==> src/rtl/instr_loader.sv <==
// Boot-stream loader: parses sync/count/words frames and writes instruction memory.
// Optional trailing XOR checksum byte enabled by defining LOADER_CHECKSUM_EN.
module instr_loader #(
    parameter int DEPTH     = 1024,
    parameter int BASE_ADDR = 0
) (
    input  logic        clock,
    input  logic        reset,
    input  logic [7:0]  byte_in,
    input  logic        byte_valid,
    output logic        byte_ready,
    output logic [31:0] mem_addr,
    output logic [31:0] mem_wdata,
    output logic        mem_we,
    output logic        core_hold,
    output logic        done,
    output logic        error
);

    typedef enum logic [2:0] {
        IDLE,
        LEN_HI,
        LEN_LO,
        DATA,
        CHK,
        DONE
    } state_t;

    localparam logic [7:0]  SYNC   = 8'hA5;
    localparam logic [31:0] DEPTH_U = 32'(DEPTH);
    localparam logic [31:0] BASE_U  = 32'(BASE_ADDR);
`ifdef LOADER_CHECKSUM_EN
    localparam state_t TAIL = CHK;
`else
    localparam state_t TAIL = DONE;
`endif

    state_t      state_q, state_d;
    logic [15:0] len_q, len_d;
    logic [15:0] idx_q, idx_d;
    logic [1:0]  bcnt_q, bcnt_d;
    logic [23:0] word_q, word_d;
    logic [31:0] addr_q, addr_d;
    logic [31:0] wdata_q, wdata_d;
    logic        we_q, we_d;
    logic        err_q, err_d;
`ifdef LOADER_CHECKSUM_EN
    logic [7:0]  csum_q, csum_d;
`endif

    logic        accept;
    logic [15:0] len_n;

    assign byte_ready = (state_q != DONE);
    assign accept     = byte_valid && byte_ready;
    assign len_n      = {len_q[15:8], byte_in};

    always_comb begin
        state_d = state_q;
        len_d   = len_q;
        idx_d   = idx_q;
        bcnt_d  = bcnt_q;
        word_d  = word_q;
        addr_d  = addr_q;
        wdata_d = wdata_q;
        we_d    = 1'b0;
        err_d   = err_q;
`ifdef LOADER_CHECKSUM_EN
        csum_d  = csum_q;
`endif
        if (accept) begin
            unique case (state_q)
                IDLE: begin
                    if (byte_in == SYNC) begin
                        state_d = LEN_HI;
                    end
                end
                LEN_HI: begin
                    len_d   = {byte_in, len_q[7:0]};
                    state_d = LEN_LO;
                end
                LEN_LO: begin
                    len_d  = len_n;
                    idx_d  = 16'd0;
                    bcnt_d = 2'd0;
`ifdef LOADER_CHECKSUM_EN
                    csum_d = 8'd0;
`endif
                    if (len_n == 16'd0) begin
                        state_d = TAIL;
                    end else if ({16'd0, len_n} > DEPTH_U) begin
                        state_d = DONE;
                        err_d   = 1'b1;
                    end else begin
                        state_d = DATA;
                    end
                end
                DATA: begin
                    word_d = {word_q[15:0], byte_in};
                    bcnt_d = bcnt_q + 2'd1;
`ifdef LOADER_CHECKSUM_EN
                    csum_d = csum_q ^ byte_in;
`endif
                    if (bcnt_q == 2'd3) begin
                        we_d    = 1'b1;
                        wdata_d = {word_q, byte_in};
                        addr_d  = BASE_U + {16'd0, idx_q};
                        idx_d   = idx_q + 16'd1;
                        if (idx_q == len_q - 16'd1) begin
                            state_d = TAIL;
                        end
                    end
                end
`ifdef LOADER_CHECKSUM_EN
                CHK: begin
                    err_d   = (byte_in != csum_q);
                    state_d = DONE;
                end
`endif
                default: begin
                end
            endcase
        end
    end

    always_ff @(posedge clock or posedge reset) begin
        if (reset) begin
            state_q <= IDLE;
            len_q   <= 16'd0;
            idx_q   <= 16'd0;
            bcnt_q  <= 2'd0;
            word_q  <= 24'd0;
            addr_q  <= BASE_U;
            wdata_q <= 32'd0;
            we_q    <= 1'b0;
            err_q   <= 1'b0;
`ifdef LOADER_CHECKSUM_EN
            csum_q  <= 8'd0;
`endif
        end else begin
            state_q <= state_d;
            len_q   <= len_d;
            idx_q   <= idx_d;
            bcnt_q  <= bcnt_d;
            word_q  <= word_d;
            addr_q  <= addr_d;
            wdata_q <= wdata_d;
            we_q    <= we_d;
            err_q   <= err_d;
`ifdef LOADER_CHECKSUM_EN
            csum_q  <= csum_d;
`endif
        end
    end

    assign mem_addr  = addr_q;
    assign mem_wdata = wdata_q;
    assign mem_we    = we_q;
    assign done      = (state_q == DONE);
    assign error     = err_q;
    // Core is released only after a clean load.
    assign core_hold = !(done && !err_q);

endmodule

==> config.mk <==
export PLATFORM = sky130hd
export DESIGN_NAME = instr_loader
export DESIGN_NICKNAME = d
export VERILOG_FILES = /design/src/rtl/instr_loader.sv
export SDC_FILE = /design/constraint.sdc
export NUM_CORES = 1
export LEC_CHECK = 0
export CAP_MARGIN = 20
export CORE_MARGIN = 2
export CORE_UTILIZATION = 40
export DETAILED_ROUTE_END_ITERATION = 10
export DONT_BUFFER_PORTS = 1
export PLACE_DENSITY = 0.62
export SYNTH_ARGS = -nofsm -noshare
export SYNTH_HDL_FRONTEND = slang
export SYNTH_SLANG_ARGS = --single-unit
export TNS_END_PERCENT = 1
==> constraint.sdc <==
create_clock -name clock -period 4.8 [get_ports clock]
set_clock_uncertainty 0.05 [all_clocks]
set_input_delay 1.2 -clock clock [delete_from_list [all_inputs] [get_ports clock]]
set_output_delay 1.2 -clock clock [all_outputs]
set_load 0.01 [all_outputs]
Yosys cells after proc, flatten, opt, wreduce, memory -nomap -nowiden
Cells that the tools add are included.
Widths: inputs -> output; s select.
{"block": "classes", "order_cmp": 1, "bitwise_logic": 3, "n_addsub": 3, "mux": 13, "n_reduce_logical": 16, "eq_ne": 11}
{"operator": "$pmux 16 s2", "count": 2}
{"operator": "$add 16x1->16 const B", "count": 1}
{"operator": "$eq 16x16->1", "count": 1}
{"operator": "$gt 16x11->1 const B", "count": 1}
{"operator": "$logic_not 16->1", "count": 1}
{"operator": "$mux 16", "count": 1}
{"operator": "$sub 16x1->16 const B", "count": 1}
{"operator": "$mux 3", "count": 5}
{"operator": "$pmux 3 s4", "count": 1}
{"operator": "$reduce_and 3->1", "count": 4}
{"operator": "$eq 8x8->1 const B", "count": 1}
{"operator": "$eq 3x2->1 const B", "count": 2}
{"operator": "$ne 2x2->1 const B", "count": 3}
{"operator": "$reduce_and 5->1", "count": 1}
{"operator": "$pmux 2 s2", "count": 1}
{"operator": "$reduce_and 2->1", "count": 2}
{"operator": "$reduce_and 4->1", "count": 1}
{"operator": "$reduce_bool 4->1", "count": 1}
{"operator": "$eq 3x1->1 const B", "count": 1}
{"operator": "$eq 3x3->1 const B", "count": 1}
{"operator": "$logic_not 3->1", "count": 1}
{"operator": "$mux 1", "count": 3}
{"operator": "$ne 3x3->1 const B", "count": 1}
{"operator": "$not 1->1", "count": 3}
{"operator": "5 further kinds", "count": 7}
{"block": "totals", "elab_cells": 57, "inputBits": 11, "reg_bits": 111, "output_inout_bits": 69}

Depth between registers and ports, before layout
Gate-level depths: netlist of the first run.
{"block": "logic_depth", "word_depth": 5, "mapped_depth": 9, "mapped_depth_nobuf": 8}

Least setup slack after synthesis of the first run
No wires, ideal clock.
{"block": "synth_path", "path_kind": "input-to-reg", "from": "in byte_in[3]", "to": "reg err_q, in the netlist error", "stages": 4, "required_time_ns": 4.632, "path_slack_ns": 2.002, "path_buffers": 0, "t_arrival_ns": 2.630, "setup_ns": 0.118, "path_cell_list": "or4_1 o31ai_1 or3b_2 a21o_1"}
{"block": "synth_via", "elab_chain_cells": 3, "word_cells_on_any_way": 4, "classes_between": "order compare (1); bitwise (1); reduce/logical (2)"}
{"element": "start: declaration", "line_no": "9", "text": "input logic [7:0] byte_in,"}
{"element": "branches (longest 2 deep; another with $gt 16x11->1)"}
{"element": "$reduce_and 4->1 (no source line) *"}
{"element": "end signal: assignment", "line_no": "149", "text": "err_q <= err_d;"}
{"element": "end: declaration", "line_no": "46", "text": "logic err_q, err_d;"}
Mark *: on every way between the ends.
A chain may end at the register's enable or synchronous reset.

Worst setup path after layout of the first run
{"block": "layout_path", "from": "reg state_q[0]", "to": "out core_hold"}
{"block": "layout_via", "elab_chain_cells": 3}
{"element": "start: declaration", "line_no": "38", "text": "state_t state_q, state_d;"}
{"element": "start signal: assignment", "line_no": "141", "text": "state_q <= state_d;"}
{"element": "$eq 3x3->1", "line_no": "159", "text": "assign done = (state_q == DONE);"}
{"element": "$logic_and 1x1->1", "line_no": "162", "text": "assign core_hold = !(done && !err_q);"}
{"element": "$logic_not 1->1", "line_no": "162"}
{"element": "end: declaration", "line_no": "15", "text": "output logic core_hold,"}
Every way passes these cells.

==> qor.csv, run 1 <==
metric,value,unit
status,completed,
endpoint type of the worst setup path,output port,
vias in the first global route,3247,
post-synth cell types,53,
routed len/inst,16.4,microns
Via density,5.20,
Worst-path clk slew,0.07,ns
Static Leak,2.56,nW
power share of the clock group,24.7,%
Psw,1.08,mW
top-level port count,80,
CTS Hold Bufs,0,
"EDFF count, synth",0,
dpl ws,1.86,ns
fin worst setup slack,1.96,ns
Final Hold Vio Count,0,
fraction of layout cells with a size suffix above 1,19.6,%
Die Wd,117,microns
# clock sinks,111,
synthesized flop and latch total,111,
largest fanout on the critical path,12,
"Primary FF master, synth",dfrtp_1,
PD cells,582,mW/mm^2
initial antenna violation count,0,
Row Count,41,
synth warn,0,
first-pass GRT wire length,17.6,mm
Switching Fraction,33.4,%
# diodes,0,
worst reg2reg setup slack,1.98,ns
top post-synthesis cells by area,"dfrtp_1 (54%), mux2_2 (13%), nand2_1 (6.7%), xnor2_1 (3.1%), buf_4 (2.3%)",
DRC Markers,0,
final WL,10.5,mm
crit path kind,register to output port,
peak supply drop,0.227,mV
Tot GR Track Use,15.9,%
total core area,0.0126,sq mm
Root Driver,clkbuf_16,
"Seq/Total Area, Yosys",54.0,%
global route overflow,0,
Flop pwr share,50.6,%
final critical-path share of the clock period,59.1,%
Num CTS Buffers,9,
setup TNS,0,ns
cell taking the most area after synthesis,dfrtp_1,
fmax,352,MHz
Routability Congestion,0.837,
Mean Syn Cell Area,10.9,sq um
vias,3334,
CTS max path bufs,2,
Gate Count Post-Synth,471,
Port-buffer cells,0,
CP required,3.55,ns
Comb power frac,24.7,%
post-synthesis async set-or-reset flop share,100,%
RSZ-0062 raised after global routing,no,
Int Pwr,2.17,mW
Tmin final,2.84,ns
Critical Path AT,1.59,ns
Detailed Place HPWL,7.45,mm
Routed Antenna Nets,0,
Hold/Removal Path Class,register to register,
# setup viols final,0,
setup bufs post-CTS,0,
share of the synthesized area in the top cell type,54.0,%
pins over their slew limit,0,
Worst-Skew Late Latency,0.35,ns
Final nets,478,
max_cap viols,0,
Starting DRT DRC Count,188,
CTS tree,yes,
largest net degree at the start of global routing,49,
H-tree levels,3,
area grow syn2layout,8.63,%
Rel. slew slack,59.6,%
Slew @ Worst Pin,0.606,ns
Die H,117,microns
first drt pass iteration count,4,
Die ar.,0.0138,sq mm
Post-Syn Area,0.00515,sq mm
initial core utilization,40.9,%
post-CTS resize count,0,
Worst setup SP type,register,
[cells in the mapped netlist (2+ instances only)]
library cell / instances
or2_2: 3
nand3_1: 7
or3_1: 5
o21ai_0: 13
a22oi_1: 2
clkbuf_1: 20
inv_1: 7
xnor2_1: 18
ha_1: 3
and3_1: 3
a21oi_1: 6
buf_2: 2
mux2i_1: 4
xor2_1: 10
nand4_1: 6
mux2_2: 60
buf_4: 16
nand4b_1: 2
dfrtp_1: 111
or4_1: 5
nor3_1: 7
nor4_1: 5
o31ai_1: 2
nand2b_1: 3
and4b_1: 2
and2_1: 2
nor4b_1: 2
or4b_2: 2
nand3b_1: 5
and3b_1: 3
nor2_1: 22
nand2_1: 92
[worst paths after layout]
kind                                 start       endpoint  cells after the start
worst min-delay path            word_q[20]  mem_wdata[28]                      2
max in group asynchronous            reset   mem_wdata[6]                      2
worst max-delay path            state_q[0]      core_hold                      2
worst max register to register    len_q[0]     state_q[1]                      8
worst min register to register  word_q[20]  mem_wdata[28]                      2
min in group asynchronous            reset    mem_addr[0]                      1
[routing by layer]
| metal | global-route usage, % | up-vias | part of all wire, % |
|---|---|---|---|
| met1 | 23.0 | 1679 | 48 |
| met4 | 6.25 | 0 | 2.0 |
| met3 | 3.06 | 12 | 5.2 |
| li1 | - | 1566 | - |
| met2 | 23.5 | 77 | 45 |
| met5 | 0 | - | 0 |
[stage by stage]
step / total power, mW / area [sq um] / utilization, % / std cells / hold slack (ns)
after floorplan: 2.25 / 5200 / - / 486 / 0.383
after global placement: 2.42 / 5250 / 41.7 / 623 / 0.396
after detailed placement: 2.46 / 5250 / 41.7 / 623 / 0.406
after CTS: 3.27 / 5570 / 44.3 / 639 / 0.423
after global routing: 3.47 / 5590 / 44.5 / 641 / 0.447
final: 3.25 / 5590 / 44.5 / 641 / 0.417
[kinds of logic after synthesis]
family,share of synthesized area (%)
XOR/XNOR,4.77
AO/OA/AOI/OAI,4.18
multiplexers,13.9
AND/OR/NAND/NOR,17.7
flip-flops,54.0
other,0.0729
buffers and inverters,4.64
adder cells (fa/ha/maj),0.729
[flip-flops by register name, indices dropped and copies added (netlist names), 2 cells and up]
name	flops
state_q	3
mem_addr	16
idx_q	16
len_q	16
mem_wdata	32
bcnt_q	2
word_q	24
[cells in the final DEF (no fill, tap or decap), types with 4 or more instances in the layout]
master     count
nand4_1        6
nor3_1         7
nand3_1        6
xor2_1        10
clkbuf_16      9
conb_1        16
mux2_2        60
xnor2_1       18
or4_1          5
mux2i_1        4
nand3b_1       5
o21ai_0       13
or3_1          5
dfrtp_1      111
a21oi_1        6
inv_1          6
nor4_1         5
nor2_1        22
buf_4          4
nand2_1       92
[critical path, stage by stage (launching register included)]
cell and delay (ns):
dfrtp_1 0.58, nand3b_1 0.28, or2_2 0.38
[final cells by class]
cell class,count,area (sq um)
Timing Repair Buffer,6,50.0
Fill cell,1185,6980
Tap cell,172,215
Sequential cell,111,2780
Multi-Input combinational cell,328,2190
Inverter,8,32.5
Clock inverter,4,77.6
Clock buffer,12,246
[power groups by stage]
stage / logic, mW / registers (mW) / clock network [mW]
6_report: 0.803 / 1.64 / 0.804
5_1_grt: 0.906 / 1.70 / 0.858
4_1_cts: 0.802 / 1.65 / 0.819
3_5_place_dp: 0.795 / 1.67 / 0
3_3_place_gp: 0.767 / 1.65 / 0
2_1_floorplan: 0.733 / 1.51 / 0
Power figures use the tool's default switching activity.
==> run 2, diff against run 1 <==
==> constraint.sdc (replaced) <==
create_clock -name clock -period 2.9 [get_ports clock]
set_clock_uncertainty 0.05 [all_clocks]
set_input_delay 0.725 -clock clock [delete_from_list [all_inputs] [get_ports clock]]
set_output_delay 0.725 -clock clock [all_outputs]
set_load 0.01 [all_outputs]
==> run 2 against run 1 <==
Critical path depth grew 6. Routed wire length shrank 0.64%. Worst hold slack lost 0.22 ns. Via count shrank 0.21%. First-iteration DRC count shrank 9.6%. Utilization grew 0.63 points. Register-to-register slack lost 1.7 ns. Die area is the same. Critical endpoint is now state_q[1]. Combinational power grew 72%.
==> qor.csv, run 2 (synthesis results as in run 1) <==
metric,value,unit
max incr delay on CP,0.55,ns
initial antenna violation count,0,
hold_ws,0.195,ns
first-pass GRT wire length,17.4,mm
fmax,383,MHz
CTS tree,yes,
vias,3327,
Root Driver,clkbuf_16,
Tmin final,2.61,ns
status,completed,
Worst-Skew Late Latency,0.35,ns
Most Crowded Layer GR,met2,
final critical-path share of the clock period,90.0,%
Worst-path clk slew,0.08,ns
vias in the first global route,3260,
pins over their slew limit,0,
H-tree levels,3,
"most common cell after layout, fill and taps aside",dfrtp_1,
Worst setup SP type,register,
Die H,117,microns
endpoint type of the worst setup path,register,
Die ar.,0.0138,sq mm
Detailed Place HPWL,7.42,mm
final WL,10.4,mm
top-level port count,80,
Fillers,1193,
Bufs and invs on worst path,1,
Starting DRT DRC Count,170,
Critical Path AT,2.79,ns
Rel. slew slack,59.0,%
CP max stage cell,or4b_4,
# clock sinks,111,
setup bufs post-CTS,0,
Num CTS Buffers,9,
RSZ-0062 raised after global routing,no,
initial core utilization,40.9,%
routed len/inst,16.2,microns
cell family with most CP delay,simple AND/OR/NAND/NOR gates,
Port-buffer cells,0,
global route overflow,0,
CTS max path bufs,2,
Final nets,483,
Hold/Removal Path Class,input port to asynchronous set/reset pin,
Tot GR Track Use,15.7,%
CP cell instances,inv_1 > ha_1 > or4b_4 > nor4b_1 > xnor2_1 > o2111ai_1 > a2111oi_2 > o21ai_0,
Die Wd,117,microns
largest net degree at the start of global routing,67,
Routed Antenna Nets,0,
Row Count,41,
"commonest cells after routing, fill and taps aside","dfrtp_1 (111), nand2_1 (92), mux2_2 (60), nor2_1 (22), xnor2_1 (18)",
# diodes,0,
setup TNS,0,ns
fraction of layout cells with a size suffix above 1,21.1,%
CP required,3.08,ns
area grow syn2layout,10.2,%
largest fanout on the critical path,7,
DRC Markers,0,
peak supply drop,0.391,mV
post-CTS resize count,0,
CTS Hold Bufs,0,
crit path kind,register to register,
Via density,5.15,
GR met1 Demand/Resource,21.9,%
met2 Use GR,23.7,%
total core area,0.0126,sq mm
max_cap viols,0,
# setup viols final,0,
Static Leak,2.59,nW
Final Hold Vio Count,0,
Routability Congestion,0.788,
M3 GR Usage,3.65,%
PD cells,960,mW/mm^2
flip-flop count of the largest register after layout,32,
Slew @ Worst Pin,0.610,ns
first drt pass iteration count,4,
Tot Pwr,5.44,mW
==> run 2: changes by cell type in the layout (fill, tap and decap cells not counted) <==
cell / previous run / this run
buf_4: 4 / 9
buf_12: 0 / 2
clkbuf_1: 2 / 0
clkinvlp_4: 0 / 2
buf_2: 1 / 0
buf_8: 1 / 0
clkbuf_8: 1 / 2
clkinv_4: 1 / 0
inv_4: 1 / 0
inv_8: 0 / 1
or4b_1: 1 / 0
or4b_4: 0 / 1
==> run 2: area by class of cell <==
class / count / area [sq um] / share of cell area (%)
repair buffers: 11 / 108 / 1.90
clock inverters: 5 / 87.6 / 1.54
inverters: 8 / 33.8 / 0.596
multi-input cells: 328 / 2190 / 38.7
well taps: 172 / 215 / 3.80
flip-flops and latches: 111 / 2780 / 49.0
clock buffers: 11 / 253 / 4.46
==> run 2: layer usage <==
metal	vias to the layer above	routed length, microns
met5	-	0
met4	0	218
met3	15	668
met2	101	4790
met1	1631	4770
li1	1580	-
==> run 2: metrics by stage <==
| stage | utilization, % | setup WS (ns) | std cells | cell area (sq um) |
|---|---|---|---|---|
| after floorplan | - | 0.444 | 486 | 5210 |
| after global placement | 42.4 | 0.229 | 630 | 5330 |
| after detailed placement | 42.4 | 0.169 | 630 | 5330 |
| after CTS | 45.1 | 0.138 | 646 | 5670 |
| after global routing | 45.1 | 0.0685 | 646 | 5670 |
| final | 45.1 | 0.291 | 646 | 5670 |
==> run 2: report_power, final <==
part | total, mW | switching [mW] | internal, mW
combinational | 1.38 | 0.632 | 0.745
clock | 1.38 | 0.569 | 0.814
sequential | 2.68 | 0.601 | 2.08
total | 5.44 | 1.80 | 3.64
==> run 2: worst paths after layout <==
| kind | startpoint | to | slack [ns] | depth (start not counted) |
|---|---|---|---|---|
| worst max-delay path | len_q[0] | state_q[1] | 0.29 | 8 |
| worst min-delay path | reset | word_q[10] | 0.19 | 1 |
| worst max register to register | len_q[0] | state_q[1] | 0.29 | 8 |
| worst min register to register | word_q[20] | mem_wdata[28] | 0.42 | 2 |
| max in group asynchronous | reset | idx_q[4] | 1.91 | 2 |
| min in group clock | word_q[20] | mem_wdata[28] | 0.42 | 2 |
